==> config.mk <==
export PLATFORM = sky130hd
export DESIGN_NAME = uart_tx_line_feed_mc
export DESIGN_NICKNAME = d
export VERILOG_FILES = /design/src/rtl/uart_tx_feed_pkg.sv /design/src/rtl/uart_feed_rr_arb.sv /design/src/rtl/uart_tx_line_feed_mc.sv
export SDC_FILE = /design/constraint.sdc
export NUM_CORES = 2
export LEC_CHECK = 0
export CORE_ASPECT_RATIO = 0.9
export CORE_MARGIN = 4
export CORE_UTILIZATION = 30
export DETAILED_ROUTE_END_ITERATION = 8
export GPL_ROUTABILITY_DRIVEN = 0
export GPL_TIMING_DRIVEN = 0
export PLACE_DENSITY = 0.56
export REMOVE_ABC_BUFFERS = 1
export SETUP_SLACK_MARGIN = 0.15
export SLEW_MARGIN = 20
export SYNTH_ARGS = -nofsm -noshare
export SYNTH_HDL_FRONTEND = slang
export SYNTH_SLANG_ARGS = --single-unit
==> constraint.sdc <==
create_clock -name i_clk_20mhz -period 7 [get_ports i_clk_20mhz]
set_input_delay 2.1 -clock i_clk_20mhz [delete_from_list [all_inputs] [get_ports i_clk_20mhz]]
set_output_delay 2.1 -clock i_clk_20mhz [all_outputs]
set_load 0.01 [all_outputs]
==> src/rtl/uart_tx_feed_pkg.sv <==
// Shared types and helpers for the multi-channel UART line feeder.
// Holds the FSM state encoding, a default blank line and a clog2 helper.
package uart_tx_feed_pkg;

   typedef enum logic [2:0] {
      IDLE,
      ARB,
      CAPT,
      DATA,
      DONE
   } state_e;

   localparam int C_LINE_BYTES = 34;

   // 32 spaces followed by CR LF, first byte sent sits in the top bits
   localparam logic [C_LINE_BYTES*8-1:0] c_line_of_spaces = {{32{8'h20}}, 8'h0D, 8'h0A};

   function automatic int f_clog2(input int value);
      int r;
      r = 0;
      for (int i = 0; i < 32; i++) begin
         if ((1 << i) < value) r = i + 1;
      end
      return r;
   endfunction

endpackage

==> src/rtl/uart_feed_rr_arb.sv <==
// Combinational round-robin arbiter: first pending channel at or above the
// pointer, searching upward with wrap, as a one-hot grant and an index.
module uart_feed_rr_arb
   import uart_tx_feed_pkg::*;
#(
   parameter int PARM_NUM_CH = 2,
   parameter int PARM_IDX_W  = (f_clog2(PARM_NUM_CH) < 1) ? 1 : f_clog2(PARM_NUM_CH)
) (
   input  logic [PARM_NUM_CH-1:0] i_pending,
   input  logic [PARM_IDX_W-1:0]  i_ptr,
   output logic [PARM_NUM_CH-1:0] o_grant_oh,
   output logic [PARM_IDX_W-1:0]  o_grant_idx
);

   logic [PARM_IDX_W-1:0] cand_idx [PARM_NUM_CH];
   logic                  found;

   // cand_idx[k] is the channel visited k steps after the pointer
   for (genvar gi = 0; gi < PARM_NUM_CH; gi++) begin : g_cand
      logic [PARM_IDX_W:0] sum;
      assign sum = {1'b0, i_ptr} + (PARM_IDX_W+1)'(gi);
      assign cand_idx[gi] = (sum >= (PARM_IDX_W+1)'(PARM_NUM_CH))
                            ? PARM_IDX_W'(sum - (PARM_IDX_W+1)'(PARM_NUM_CH))
                            : sum[PARM_IDX_W-1:0];
   end

   always_comb begin
      o_grant_oh  = '0;
      o_grant_idx = '0;
      found       = 1'b0;
      for (int off = 0; off < PARM_NUM_CH; off++) begin
         if (!found && i_pending[cand_idx[off]]) begin
            found                     = 1'b1;
            o_grant_oh[cand_idx[off]] = 1'b1;
            o_grant_idx               = cand_idx[off];
         end
      end
   end

endmodule

==> src/rtl/uart_tx_line_feed_mc.sv <==
// Multi-channel line feeder: edge-triggered requests, round-robin grant, and a
// left-aligned shift register streaming the granted line MSB byte first.
module uart_tx_line_feed_mc
   import uart_tx_feed_pkg::*;
#(
   parameter int PARM_NUM_CH   = 2,
   parameter int PARM_LINE_LEN = 34,
   parameter int PARM_LEN_W    = 6,
   localparam int IDX_W        = (f_clog2(PARM_NUM_CH) < 1) ? 1 : f_clog2(PARM_NUM_CH),
   localparam int LINE_W       = PARM_LINE_LEN * 8
) (
   input  logic                                 i_clk_20mhz,
   input  logic                                 i_rst_20mhz_n,
   input  logic [PARM_NUM_CH-1:0]               i_tx_go,
   input  logic [PARM_NUM_CH*PARM_LINE_LEN*8-1:0] i_dat_ascii_lines,
   input  logic [PARM_NUM_CH*PARM_LEN_W-1:0]    i_dat_lens,
   output logic [7:0]                           o_tx_data,
   output logic                                 o_tx_valid,
   input  logic                                 i_tx_ready,
   output logic                                 o_busy,
   output logic [IDX_W-1:0]                     o_active_ch,
   output logic [PARM_NUM_CH-1:0]               o_line_done,
   output logic [PARM_NUM_CH-1:0]               o_overrun
);

   state_e                  state_q;
   logic [PARM_NUM_CH-1:0]  go_q, pending_q, pending_d, overrun_q, overrun_d, done_q;
   logic [PARM_NUM_CH-1:0]  req, clr, grant_oh;
   logic [IDX_W-1:0]        ptr_q, grant_q, grant_idx, next_ptr;
   logic [LINE_W-1:0]       shift_q, capt_shift;
   logic [PARM_LEN_W-1:0]   cnt_q, capt_len;
   logic                    valid_q;

   logic [LINE_W-1:0]       lines_a [PARM_NUM_CH];
   logic [PARM_LEN_W-1:0]   lens_a  [PARM_NUM_CH];

   for (genvar gi = 0; gi < PARM_NUM_CH; gi++) begin : g_slice
      assign lines_a[gi] = i_dat_ascii_lines[gi*LINE_W +: LINE_W];
      assign lens_a[gi]  = i_dat_lens[gi*PARM_LEN_W +: PARM_LEN_W];
   end

   uart_feed_rr_arb #(
      .PARM_NUM_CH (PARM_NUM_CH),
      .PARM_IDX_W  (IDX_W)
   ) u_arb (
      .i_pending   (pending_q),
      .i_ptr       (ptr_q),
      .o_grant_oh  (grant_oh),
      .o_grant_idx (grant_idx)
   );

   // A request landing on the cycle its bit is granted re-arms it rather than merging
   always_comb begin
      req       = i_tx_go & ~go_q;
      clr       = (state_q == ARB) ? grant_oh : '0;
      pending_d = (pending_q & ~clr) | req;
      overrun_d = req & pending_q & ~clr;
      next_ptr  = (grant_idx == IDX_W'(PARM_NUM_CH-1)) ? '0 : grant_idx + IDX_W'(1);
      capt_len  = (lens_a[grant_q] > PARM_LEN_W'(PARM_LINE_LEN))
                  ? PARM_LEN_W'(PARM_LINE_LEN) : lens_a[grant_q];
      capt_shift = lines_a[grant_q] << (8 * (PARM_LINE_LEN - int'(capt_len)));
   end

   always_ff @(posedge i_clk_20mhz or negedge i_rst_20mhz_n) begin
      if (!i_rst_20mhz_n) begin
         state_q   <= IDLE;
         go_q      <= '0;
         pending_q <= '0;
         overrun_q <= '0;
         done_q    <= '0;
         ptr_q     <= '0;
         grant_q   <= '0;
         shift_q   <= '0;
         cnt_q     <= '0;
         valid_q   <= 1'b0;
      end else begin
         go_q      <= i_tx_go;
         pending_q <= pending_d;
         overrun_q <= overrun_d;
         done_q    <= '0;
         unique case (state_q)
            IDLE: if (|pending_q) state_q <= ARB;
            ARB: begin
               grant_q <= grant_idx;
               ptr_q   <= next_ptr;
               state_q <= CAPT;
            end
            CAPT: begin
               shift_q <= capt_shift;
               cnt_q   <= capt_len;
               if (capt_len == '0) begin
                  done_q[grant_q] <= 1'b1;
                  state_q         <= DONE;
               end else begin
                  valid_q <= 1'b1;
                  state_q <= DATA;
               end
            end
            DATA: if (i_tx_ready) begin
               shift_q <= {shift_q[LINE_W-9:0], 8'h00};
               cnt_q   <= cnt_q - PARM_LEN_W'(1);
               if (cnt_q == PARM_LEN_W'(1)) begin
                  valid_q         <= 1'b0;
                  done_q[grant_q] <= 1'b1;
                  state_q         <= DONE;
               end
            end
            DONE: state_q <= (|pending_q) ? ARB : IDLE;
            default: state_q <= IDLE;
         endcase
      end
   end

   assign o_tx_data   = shift_q[LINE_W-1 -: 8];
   assign o_tx_valid  = valid_q;
   assign o_busy      = (state_q != IDLE);
   assign o_active_ch = grant_q;
   assign o_line_done = done_q;
   assign o_overrun   = overrun_q;

endmodule
==> impl_metrics.env <==
export IMPL_status="complete, no violations"
export IMPL_synth_top_area_frac=0.252
export IMPL_cp_max_fo=58
export IMPL_dp_hpwl_mm=118
export IMPL_synthCells=4532
export IMPL_dp_cells=6339
export IMPL_layout_min_cycle_time_ns=6.62
export IMPL_grt_pass1_vias=37300
export IMPL_ys_ff_latch=354
export IMPL_wirelength_mm=164
export IMPL_slew_headroom=0.299
export IMPL_hold_buffers=0
export IMPL_skew_ns=0.0402
export IMPL_area_growth_pct=30.1
export IMPL_clockBufferDepth=3
export IMPL_path_class="in2reg"
export IMPL_grt_max_degree=92
export IMPL_cts_tree="yes"
export IMPL_synth_compound_area_frac=0.291
export IMPL_synth_area_um2=35200
export IMPL_htree_levels=2
export IMPL_path_delay_family="buffers and inverters"
export IMPL_drtIter0Drc=4617
export IMPL_clk_latency_ns=0.62
export IMPL_synth_cell_types=93
export IMPL_fmax_ghz=0.151
export IMPL_layout_common_cells="clkdlybuf4s50_1 (605), nand2_1 (488), o21ai_0 (476)"
export IMPL_worstMarginPinSlew_ns=1.04
export IMPL_m1WireLength_mm=70.7
export IMPL_first_pass_iters=6
export IMPL_power_density_nw_per_um2=512
export IMPL_yosysSeqAreaShare=0.252
export IMPL_crit_top_cell="buf_16"
export IMPL_setup_viol_count_final=0
export IMPL_cts_buffers_inserted=44
export IMPL_stdcell_count=6466
export IMPL_utilization=0.395
export IMPL_netlist_top_cells_area="dfrtp_1 (25%), mux2i_1 (10%), o21ai_0 (6.8%)"
export IMPL_synth_top_family_by_area="compound AO/OA/AOI/OAI gates"
export IMPL_ir_worst_vdd_uv=301
export IMPL_rsz0062_at_grt="no"
export IMPL_crit_required_ns=7.48
export IMPL_setup_tns_ns=0
export IMPL_grt_pass1_wl_mm=242
export IMPL_synth_edf_count=0
export IMPL_die_w_um=369
export IMPL_crit_path_top_delay_cell="a222oi_1"
export IMPL_yosysWarnings=0
export IMPL_dieArea_um2=123000
export IMPL_synth_area_mux_share=0.188
export IMPL_die_y_um=333
export IMPL_synth_top_cell_by_area="dfrtp_1"
export IMPL_async_flop_share=1.00
export IMPL_viasPerCell=6.02
export IMPL_design_area_um2=45800
export IMPL_io_buffers=606
export IMPL_drc=0
export IMPL_leakage_uw=0.0173
export IMPL_start_kind="input pin"
export IMPL_synth_xor_area_frac=0.0219
export IMPL_vias=38900
export IMPL_postRouteAntennaNets=0
export IMPL_route_met3_wl_mm=14.2
export IMPL_critPathCaptureType="flop"
export IMPL_place_area_um2=43600
export IMPL_cts_root_buf="clkbuf_16"
export IMPL_antenna_found_initial=7
export IMPL_n_fill_cell=11900
export IMPL_path_buf_inv=8
export IMPL_routed_top_layer="met5"
export IMPL_synth_simple_gate_area_frac=0.189
export IMPL_cp_data_arrival_time_ns=7.10
export IMPL_met2_length_mm=75.0
export IMPL_grt_overflow=0
export IMPL_row_count=118
export IMPL_start_util=0.304
export IMPL_path_cells="clkdlybuf4s50_1, mux2i_4, o211ai_1, buf_4, o21ai_4, buf_16, nand2_8, inv_16, buf_16, buf_16, ha_4, nand2_8, buf_16, buf_12, nand2_1, nand2_1, o21a_1, mux2i_2, nor2_1, a21oi_2, mux2i_1, a222oi_1, a21oi_1"
export IMPL_drv_cap=0
export IMPL_track_usage=0.252
export IMPL_final_nets=5440
export IMPL_final_common_cell="clkdlybuf4s50_1"
export IMPL_ioPinCount=607
export IMPL_coreArea_um2=116000
export IMPL_power_uw=23400
export IMPL_hold_class="reg2reg"
export IMPL_slowest_delay_ns=0.45
export IMPL_drive_gt1_frac=0.104
export IMPL_wl_per_cell_um=25.4
export IMPL_final_period_utilization=0.946
export IMPL_cts_reportedPaths_clkPinSlew_ns=0.06
export IMPL_yosys_area_share_adder=0.00427
export IMPL_synth_top_flop_cell="dfrtp_1"
export IMPL_hold_viol=0
export IMPL_clock_sinks=354
export IMPL_syn_avg_cell_area_um2=7.76
export IMPL_finalMaxSlewViolations=0
[routing by layer]
layer  global-route usage  vias to the layer above
met5                    0                        -
met4               0.0712                        2
met3               0.0420                      256
met2                0.407                     1835
met1                0.347                    19100
li1                     -                    17700
[logic make-up (layout without fill, tap and decap cells)]
kind of cell / Yosys count / in the layout
AOI/OAI and AO/OA: 1593 / 1593
adders and majority gates: 12 / 12
other: 0 / 7
buffers and inverters: 482 / 845
and+or+nand+nor: 1458 / 1462
muxes: 545 / 545
xor gates and xnor gates: 88 / 88
DFF: 354 / 354
[cells in the mapped netlist, types with 13 or more instances]
| cell | n |
|---|---|
| o22ai_1 | 37 |
| o21ai_0 | 476 |
| nor2_1 | 474 |
| inv_1 | 20 |
| a21o_1 | 28 |
| clkbuf_1 | 355 |
| xnor2_1 | 57 |
| or2_2 | 13 |
| a31oi_1 | 79 |
| nor2b_1 | 16 |
| a22oi_1 | 13 |
| nand4_1 | 38 |
| and2_1 | 32 |
| nand3_1 | 125 |
| or3_1 | 18 |
| nor4_1 | 39 |
| a211o_1 | 17 |
| o31ai_1 | 23 |
| nand2_1 | 500 |
| buf_2 | 15 |
| a222oi_1 | 36 |
| o211ai_1 | 83 |
| o221ai_1 | 47 |
| and4_1 | 14 |
| and3_1 | 43 |
| a221oi_1 | 32 |
| a211oi_1 | 131 |
| mux2_2 | 107 |
| a21oi_1 | 327 |
| nor3_1 | 85 |
| o21a_1 | 137 |
| o22a_1 | 13 |
| dfrtp_1 | 354 |
| mux4_2 | 83 |
| mux2i_1 | 355 |
| buf_1 | 78 |
| xor2_1 | 31 |
[layout make-up]
| cell class | count | area [µm²] | area share |
|---|---|---|---|
| antenna | 7 | 17.5 | 0.000383 |
| clock buffer | 61 | 1260 | 0.0274 |
| clock inverter | 17 | 215 | 0.00470 |
| inverter | 21 | 111 | 0.00243 |
| multi-input combinational | 3700 | 24900 | 0.544 |
| sequential | 354 | 8860 | 0.194 |
| tap | 1560 | 1950 | 0.0426 |
| timing repair buffer | 746 | 8480 | 0.185 |
[report_power, final]
group	switching [µW]	total (µW)	leakage [µW]	internal, µW
Clock	1030	2400	0.000713	1370
Sequential	799	3820	0.00416	3020
Combinational	10600	17200	0.0124	6590
Total	12400	23400	0.0173	11000
[repair_timing]
action                     in CTS  in global routing
resized for setup              27                  9
buffers inserted               17                 15
setup endpoints to repair     272                 80
pin swaps                       9                  3
gates cloned                    6                  4
[sequential cells by signal, indices dropped and copies added, names as in the netlist]
signal / flops
cnt_q: 6
go_q: 2
o_active_ch: 32
o_line_done: 2
o_overrun: 2
o_tx_valid: 1
pending_q: 2
ptr_q: 32
shift_q: 272
state_q: 3
[final timing paths]
path	startpoint	to	slack [ns]	cells after the start
max	i_dat_lens[8]	shift_q[254]$_DFFE_PN0P_	0.38	23
max in group asynchronous	i_rst_20mhz_n	shift_q[150]$_DFFE_PN0P_	4.08	4
min	shift_q[194]$_DFFE_PN0P_	shift_q[194]$_DFFE_PN0P_	0.48	2
max reg2reg	ptr_q[0]$_DFFE_PN0P_	ptr_q[26]$_DFFE_PN0P_	0.58	15
min reg2reg	shift_q[194]$_DFFE_PN0P_	shift_q[194]$_DFFE_PN0P_	0.48	2
min in group asynchronous	i_rst_20mhz_n	o_active_ch[1]$_DFFE_PN0P_	1.49	2
[worst min-delay path, cell delays in order (launching register included)]
cell and delay, ns:
dfrtp_1 0.34, nand2_1 0.04, o21ai_0 0.06
[per-stage QoR]
stage	hold slack, ns	setup slack [ns]
floorplan	0.445	-26.89
global placement	0.459	-51.40
detailed placement	0.466	-3.35
CTS	0.480	0.153
global route	0.493	0.172
finish	0.478	0.380
(Power assumes the default switching activity.)
